File: config.mk
export PLATFORM = sky130hd
export DESIGN_NAME = sr_flag_rr_arbiter_flat
export DESIGN_NICKNAME = d
export VERILOG_FILES = /design/src/rtl/sr_flag_rr_arbiter_if.sv /design/src/rtl/sr_flag_rr_arbiter.sv /design/src/flat_wrapper.sv
export SDC_FILE = /design/constraint.sdc
export NUM_CORES = 1
export LEC_CHECK = 0
export BUFFER_PORTS_ARGS = -buffer_cell sky130_fd_sc_hd__buf_2
export CORE_AREA = 2 2 42 44
export DETAILED_ROUTE_END_ITERATION = 8
export DIE_AREA = 0 0 44 46
export PLACE_DENSITY = 0.73
export SLEW_MARGIN = 20
export SYNTH_ARGS = -nofsm -noshare
export SYNTH_HDL_FRONTEND = slang
export SYNTH_SLANG_ARGS = --single-unit
export TNS_END_PERCENT = 20
File: constraint.sdc
create_clock -name clk_i -period 3.08 [get_ports clk_i]
set_clock_uncertainty 0.05 [all_clocks]
set_input_delay 0.462 -clock clk_i [delete_from_list [all_inputs] [get_ports clk_i]]
set_output_delay 0.462 -clock clk_i [all_outputs]
set_load 0.02 [all_outputs]
File: src/rtl/sr_flag_rr_arbiter_if.sv
// Requester/flag-flop bundle for sr_flag_rr_arbiter.
// The arbiter connects through the slave modport; the requester and SR-flop side uses master.
interface sr_flag_rr_arbiter_if #(
    parameter int unsigned NREQ = 4,
    parameter int unsigned IDW  = 2
);
    logic [NREQ-1:0] req;
    logic [NREQ-1:0] rel;
    logic            q;
    logic            s;
    logic            r;
    logic [NREQ-1:0] gnt;
    logic [IDW-1:0]  owner;
    logic            busy;
    logic            timeout;

    modport master (
        output req, rel, q,
        input  s, r, gnt, owner, busy, timeout
    );

    modport slave (
        input  req, rel, q,
        output s, r, gnt, owner, busy, timeout
    );
endinterface

File: src/rtl/sr_flag_rr_arbiter.sv
// Round-robin arbiter sharing one external SR "busy" flag flop between NREQ requesters.
// Define ARB_TIMEOUT_EN to force release after HOLD_MAX owned cycles (pulses timeout).
module sr_flag_rr_arbiter #(
    parameter int unsigned NREQ     = 4,
    parameter int unsigned IDW      = 2,
    parameter int unsigned HOLD_MAX = 16
) (
    input logic                 clk_i,
    input logic                 reset_ni,
    sr_flag_rr_arbiter_if.slave bus_io
);

    typedef enum logic [1:0] {StIdle, StSet, StOwn, StClr} state_e;

    localparam bit ParamsOk = (NREQ >= 2) && (NREQ <= 8) && (IDW >= $clog2(NREQ)) &&
                              (HOLD_MAX >= 1);
    localparam logic [NREQ-1:0] GntOne = NREQ'(1);

    if (!ParamsOk) begin : g_bad_params
    end

    state_e          state_q, state_d;
    logic [IDW-1:0]  ptr_q, ptr_d;
    logic [IDW-1:0]  owner_q, owner_d;
    logic            timeout_d;
    logic            s_q, r_q, busy_q, timeout_q;
    logic [NREQ-1:0] gnt_q;
    logic            pick_found;
    logic [IDW-1:0]  pick_idx;
    logic [IDW-1:0]  next_ptr;

`ifdef ARB_TIMEOUT_EN
    localparam int unsigned CntW = (HOLD_MAX > 1) ? $clog2(HOLD_MAX) : 1;
    logic [CntW-1:0] cnt_q, cnt_d;
`endif

    // First requester at or after ptr, wrapping modulo NREQ.
    always_comb begin
        pick_found = 1'b0;
        pick_idx   = '0;
        for (int unsigned i = 0; i < NREQ; i++) begin
            if (!pick_found && bus_io.req[(int'(ptr_q) + i) % NREQ]) begin
                pick_found = 1'b1;
                pick_idx   = IDW'((int'(ptr_q) + i) % NREQ);
            end
        end
    end

    assign next_ptr = (owner_q == IDW'(NREQ - 1)) ? '0 : owner_q + 1'b1;

    always_comb begin
        state_d   = state_q;
        ptr_d     = ptr_q;
        owner_d   = owner_q;
        timeout_d = 1'b0;
`ifdef ARB_TIMEOUT_EN
        cnt_d     = cnt_q;
`endif
        unique case (state_q)
            StIdle: begin
                if (bus_io.q) begin
                    state_d = StClr;
                end else if (pick_found) begin
                    owner_d = pick_idx;
                    state_d = StSet;
                end
            end
            StSet: begin
                if (bus_io.q) begin
                    state_d = StOwn;
`ifdef ARB_TIMEOUT_EN
                    cnt_d   = '0;
`endif
                end
            end
            StOwn: begin
                if (bus_io.rel[owner_q]) begin
                    state_d = StClr;
                    ptr_d   = next_ptr;
`ifdef ARB_TIMEOUT_EN
                end else if (cnt_q == CntW'(HOLD_MAX - 1)) begin
                    state_d   = StClr;
                    ptr_d     = next_ptr;
                    timeout_d = 1'b1;
                end else begin
                    cnt_d = cnt_q + 1'b1;
`endif
                end
            end
            StClr: begin
                if (!bus_io.q) begin
                    state_d = StIdle;
                end
            end
            default: state_d = StIdle;
        endcase
    end

    // Outputs are registered from the next state so they stay Moore and glitch-free.
    always_ff @(posedge clk_i) begin
        if (!reset_ni) begin
            state_q   <= StIdle;
            ptr_q     <= '0;
            owner_q   <= '0;
            s_q       <= 1'b0;
            r_q       <= 1'b0;
            busy_q    <= 1'b0;
            timeout_q <= 1'b0;
            gnt_q     <= '0;
`ifdef ARB_TIMEOUT_EN
            cnt_q     <= '0;
`endif
        end else begin
            state_q   <= state_d;
            ptr_q     <= ptr_d;
            owner_q   <= owner_d;
            s_q       <= (state_d == StSet);
            r_q       <= (state_d == StClr);
            busy_q    <= (state_d != StIdle);
            timeout_q <= timeout_d;
            gnt_q     <= (state_d == StOwn) ? (GntOne << owner_d) : '0;
`ifdef ARB_TIMEOUT_EN
            cnt_q     <= cnt_d;
`endif
        end
    end

    assign bus_io.s       = s_q;
    assign bus_io.r       = r_q;
    assign bus_io.gnt     = gnt_q;
    assign bus_io.owner   = owner_q;
    assign bus_io.busy    = busy_q;
    assign bus_io.timeout = timeout_q;

endmodule

File: src/flat_wrapper.sv
// flat-port wrapper written by rule: the top's interface ports become plain ports
module sr_flag_rr_arbiter_flat 
#(
    parameter int unsigned NREQ     = 4,
    parameter int unsigned IDW      = 2,
    parameter int unsigned HOLD_MAX = 16
)
  (clk_i, reset_ni, bus_io_req, bus_io_rel, bus_io_q, bus_io_s, bus_io_r, bus_io_gnt, bus_io_owner, bus_io_busy, bus_io_timeout);
  sr_flag_rr_arbiter_if #(.NREQ(NREQ), .IDW(IDW)) bus_io_i ();
  input logic clk_i;
  input logic reset_ni;
  input wire logic [$bits(bus_io_i.req)-1:0] bus_io_req;
  input wire logic [$bits(bus_io_i.rel)-1:0] bus_io_rel;
  input wire logic [$bits(bus_io_i.q)-1:0] bus_io_q;
  output wire logic [$bits(bus_io_i.s)-1:0] bus_io_s;
  output wire logic [$bits(bus_io_i.r)-1:0] bus_io_r;
  output wire logic [$bits(bus_io_i.gnt)-1:0] bus_io_gnt;
  output wire logic [$bits(bus_io_i.owner)-1:0] bus_io_owner;
  output wire logic [$bits(bus_io_i.busy)-1:0] bus_io_busy;
  output wire logic [$bits(bus_io_i.timeout)-1:0] bus_io_timeout;
  assign bus_io_i.req = bus_io_req;
  assign bus_io_i.rel = bus_io_rel;
  assign bus_io_i.q = bus_io_q;
  assign bus_io_s = bus_io_i.s;
  assign bus_io_r = bus_io_i.r;
  assign bus_io_gnt = bus_io_i.gnt;
  assign bus_io_owner = bus_io_i.owner;
  assign bus_io_busy = bus_io_i.busy;
  assign bus_io_timeout = bus_io_i.timeout;
  sr_flag_rr_arbiter #(.NREQ(NREQ), .IDW(IDW), .HOLD_MAX(HOLD_MAX)) u_core (.clk_i(clk_i), .reset_ni(reset_ni), .bus_io(bus_io_i));
endmodule
* After elaboration in Yosys (flattened, before gate mapping) *
Index checks and enable logic that the tools add are counted.

word-level totals
  flip-flop bits (word level) = 13
  logic and storage cells = 62
  output and inout port bits = 10
  bits of input ports = 11

operators by class
  shift operators = 1
  reductions and logical operators = 10
  add/subtract/negate cells = 4
  equal/unequal tests = 7
  magnitude comparators = 5
  muxes and demuxes = 28

operators by type and width
  kind                   number
  $mux W2                13
  $lt A2 B3 Y1 const B   5
  $bmux W1 S2            5
  $eq A2 B2 Y1 const B   5
  $mux W1                9
  $pmux W2 S4            1
  $add A2 B1 Y2 const B  2
  $add A2 B2 Y2 const B  2
  $eq A2 B1 Y1 const B   2
  $reduce_and A2 Y1      2
  $shl A1 B2 Y4 const A  1
  $logic_and A1 B1 Y1    3
  $logic_not A1 Y1       3
  $logic_not A2 Y1       1
  $reduce_bool A2 Y1     1

* Logic depth before layout (Yosys ltp) *
  depth in word-level cells = 17
  depth in mapped cells = 6
  gate-level depth less buffers = 5

* Least setup slack after synthesis *
No wires, ideal clock.

  kind = register to register
  start = register u_core.owner_q[0] (netlist: u_core.bus_io.owner[0])
  end = register u_core.gnt_q[0] (netlist: u_core.bus_io.gnt[0])
  data arrival time = 1,535 ps
  slack = 1,430 ps
  stages on the path, launching flop included = 6
  path through = dfxtp_1 mux2_2 nor3b_2 a211oi_2 or3_1 nor2_1

between the ends
  word-level cells in the longest chain between the ends = 6
  elaborated cells on any way between the ends = 10
  classes of those cells = eq/ne: 1; shift: 1; mux: 7; reduce/logical: 1

ends and longest elaborated chain
  what                                line                       text
  from (decl)                         sr_flag_rr_arbiter.sv:24   logic [IDW-1:0] owner_q, owner_d;
  from (signal assigned)              sr_flag_rr_arbiter.sv:116  owner_q <= owner_d;
  $bmux W1 S2                         sr_flag_rr_arbiter.sv:77   if (bus_io.rel[owner_q]) begin
  $mux W1 (implied by the code)       sr_flag_rr_arbiter.sv:77
  $mux W2                             sr_flag_rr_arbiter.sv:77
  $pmux W2 S4                         sr_flag_rr_arbiter.sv:59   unique case (state_q)
  $eq A2 B2 Y1                        sr_flag_rr_arbiter.sv:121  gnt_q <= (state_d == StOwn) ? (GntOne << owner_d) : '0;
  $reduce_and A2 Y1 (no source line)  n/a
  to (signal assigned)                sr_flag_rr_arbiter.sv:121
  to (decl)                           sr_flag_rr_arbiter.sv:27   logic [NREQ-1:0] gnt_q;

Several ways; a longest one is shown, not always the timed one. The select of a mux whose other input is x is not followed.
A chain may end at the register's enable or synchronous reset.

* Worst setup path after layout *
Same ends and word-level chain as after synthesis.

==> results.json <==
{
  "outcome": "finished, final reports clean",
  "yosysWarnings": 0,
  "r2r_cells": 5,
  "rows": 15,
  "cts_max_path_buffers": 2,
  "area_growth_pct": 19.5,
  "min_period_ps": 1660,
  "die_y_um": 46,
  "gr-total-overflow": 0,
  "path_depth": 5,
  "cp_slowest_cell": "dfxtp_1",
  "cts_resized": 0,
  "dieWidth_um": 44,
  "worst_hold_path.num_cells": 2,
  "post_cts_buffers": 0,
  "drc": 0,
  "hp-class": "primary input to register",
  "cts_hold_buf": 0,
  "final_cell_mix": "buf_2 (19), dfxtp_1 (13), nor2_1 (7)",
  "antenna_found_initial": 0,
  "finalNetCount": 103,
  "cp.arrival_ps": 1820,
  "root_buffer": "clkbuf_4",
  "fmax_mhz": 603,
  "cp-start-kind": "register",
  "cts.htree.levels": 1,
  "drt_wl_total_um": 1280,
  "placed_cell_area_sq_um": 771,
  "finalHoldViolations": 0,
  "cpPeakStageDelay_ps": 470,
  "vias_per_cell": 5.24,
  "crit_required_ps": 3240,
  "cap_violations": 0,
  "globalplace.congestion": 0.794,
  "synth_area_leaders": "dfxtp_1 (39%), mux2i_1 (4.5%), nor2_1 (3.9%), and2_1 (3.8%), nor3b_2 (3.8%)",
  "num_vias": 561,
  "clkLatencyLatePin_ps": 270,
  "synthAdderAreaFrac_pct": 1.88,
  "grt_pass1_vias": 504,
  "async_flop_share_pct": 0,
  "rsz0062_at_grt": "false",
  "cp-endpoint": "u_core.bus_io.gnt[0]",
  "final_layout_size_suffix_gt1_share_pct": 34.4,
  "drv_slew": 0,
  "cts_tree": "built",
  "synthFlopType": "dfxtp_1",
  "diodes": 0,
  "core_sq_um": 1610,
  "synth-simple-area-share_pct": 29.5,
  "min_period_over_period_pct": 53.8,
  "grt_usage_pct": 14.9,
  "whs_ps": 415,
  "ios": 21,
  "crit_path_end_kind": "register",
  "worst-path-buf-inv": 0,
  "wl_per_cell_um": 11.9,
  "ant_nets": 0,
  "p_per_area_nw_per_um2": 444,
  "critPathLaunch": "u_core.bus_io.owner[0]",
  "grt_start_max_net_pins": 9,
  "synth-seq-cells": 13,
  "setup_tns_ps": 0,
  "clk_pin_slew_ps": 70,
  "crit_chain": "mux2_2, nor3b_2, a211oi_2, or3_1, nor2_1",
  "start_util_pct": 41.3,
  "synth_cells": 69,
  "synth_compound_area_share_pct": 19.1,
  "synth_top_area_share_pct": 39.0,
  "synth_cell_types": 36,
  "die_area_sq_um": 2020,
  "numCtsBuffers": 3,
  "grt_first_pass_wirelength_um": 2170,
  "drt_iter0_drc": 9,
  "worstReg2RegStart": "u_core.bus_io.owner[0]",
  "r2r_end": "u_core.bus_io.gnt[0]",
  "leakagePower_nw": 0.338,
  "avgSynthCellArea_sq_um": 9.67,
  "synth_area_sq_um": 667,
  "vdd_drop_max_mv": 0.339,
  "crit_type": "register to register",
  "synth_top_family_by_area": "simple AND/OR/NAND/NOR gates",
  "synth_xor_area_share_pct": 1.31,
  "synth_seq_area_share_pct": 39.0,
  "r2r_slack_ps": 1420,
  "synth_top_cell_by_area": "dfxtp_1",
  "crit_family": "simple AND/OR/NAND/NOR gates",
  "synthMuxAreaShare_pct": 6.19,
  "fin_area_sq_um": 797,
  "synth-edff-count": 0,
  "finalSetupViolations": 0,
  "hpwlAfterDp_um": 1000,
  "final_common_cell": "buf_2",
  "drt_pre_antenna_iters": 4,
  "worstPathMaxFanout": 6,
  "synth_nets": 81,
  "cts.sinks": 13,
  "numPortBuffers": 19
}
## final cells by class
class                      instances  area (sq um)
tap                               17          21.3
timing repair buffer              19          95.1
sequential                        13           260
fill                             156           817
multi-input combinational         53           390
inverter                           1          3.75
clock buffer                       4          26.3
## sequential cells by signal, summed over array words and instances (netlist names)
name	count
u_core.ptr_q	2
u_core.bus_io.s	1
u_core.state_q	2
u_core.bus_io.gnt	4
u_core.bus_io.owner	2
u_core.bus_io.r	1
u_core.bus_io.busy	1
## worst reg2reg max path, cell delays in order (launching register included)
cell      delay (ps)
dfxtp_1          470
mux2_2           390
nor3b_2          200
a211oi_2          70
or3_1            340
nor2_1            90
## how the worst min path moves through the flow
stage	start	end
after CTS	bus_io_q	u_core.bus_io.s
after global placement	u_core.ptr_q[0]	u_core.ptr_q[0]
after detailed placement	u_core.ptr_q[0]	u_core.ptr_q[0]
after floorplan	u_core.ptr_q[0]	u_core.ptr_q[0]
final	bus_io_q	u_core.bus_io.s
after global routing	bus_io_q	u_core.bus_io.s
## Yosys cell counts (2+ instances only)
library cell   n
and2_1         4
nor3b_1        2
nand2b_1       2
nor2_1         7
nor3b_2        2
nor2b_1        2
or3_1          2
mux2i_1        3
nand2_1        3
o21ai_1        2
dfxtp_1       13
a21oi_1        3
## per-layer routing
layer | GRT usage (%) | vias up | share of wire (%)
li1 | - | 292 | -
met1 | 18.2 | 254 | 47
met2 | 25.3 | 15 | 48
met3 | 5.95 | 0 | 5.0
met4 | 1.82 | 0 | 0
met5 | 0 | - | 0
## through the flow
step           util (%)  setup slack (ps)  instances  total power, W
2_1_floorplan         -              1430         69        0.000233
3_3_place_gp       47.8              1300        103        0.000256
3_5_place_dp       47.8              1270        103        0.000258
4_1_cts            49.4              1420        107        0.000359
5_1_grt            49.4              1290        107        0.000375
6_report           49.4              1420        107        0.000354
## logic make-up after synthesis
group | count (synthesis)
DFF | 13
buffers and inverters | 3
muxes | 4
adders and majority gates | 1
AOI/OAI and AO/OA | 17
xor gates and xnor gates | 1
and+or+nand+nor | 29
other | 1
## power breakdown
part / total (W) / leakage, nW / switching [W] / internal (W)
logic: 0.0000662 / 0.217 / 0.0000369 / 0.0000293
registers: 0.000187 / 0.107 / 0.00000985 / 0.000177
clock network: 0.000100 / 0.0150 / 0.0000503 / 0.0000501
Note: power is estimated with default switching activity, not from simulation.
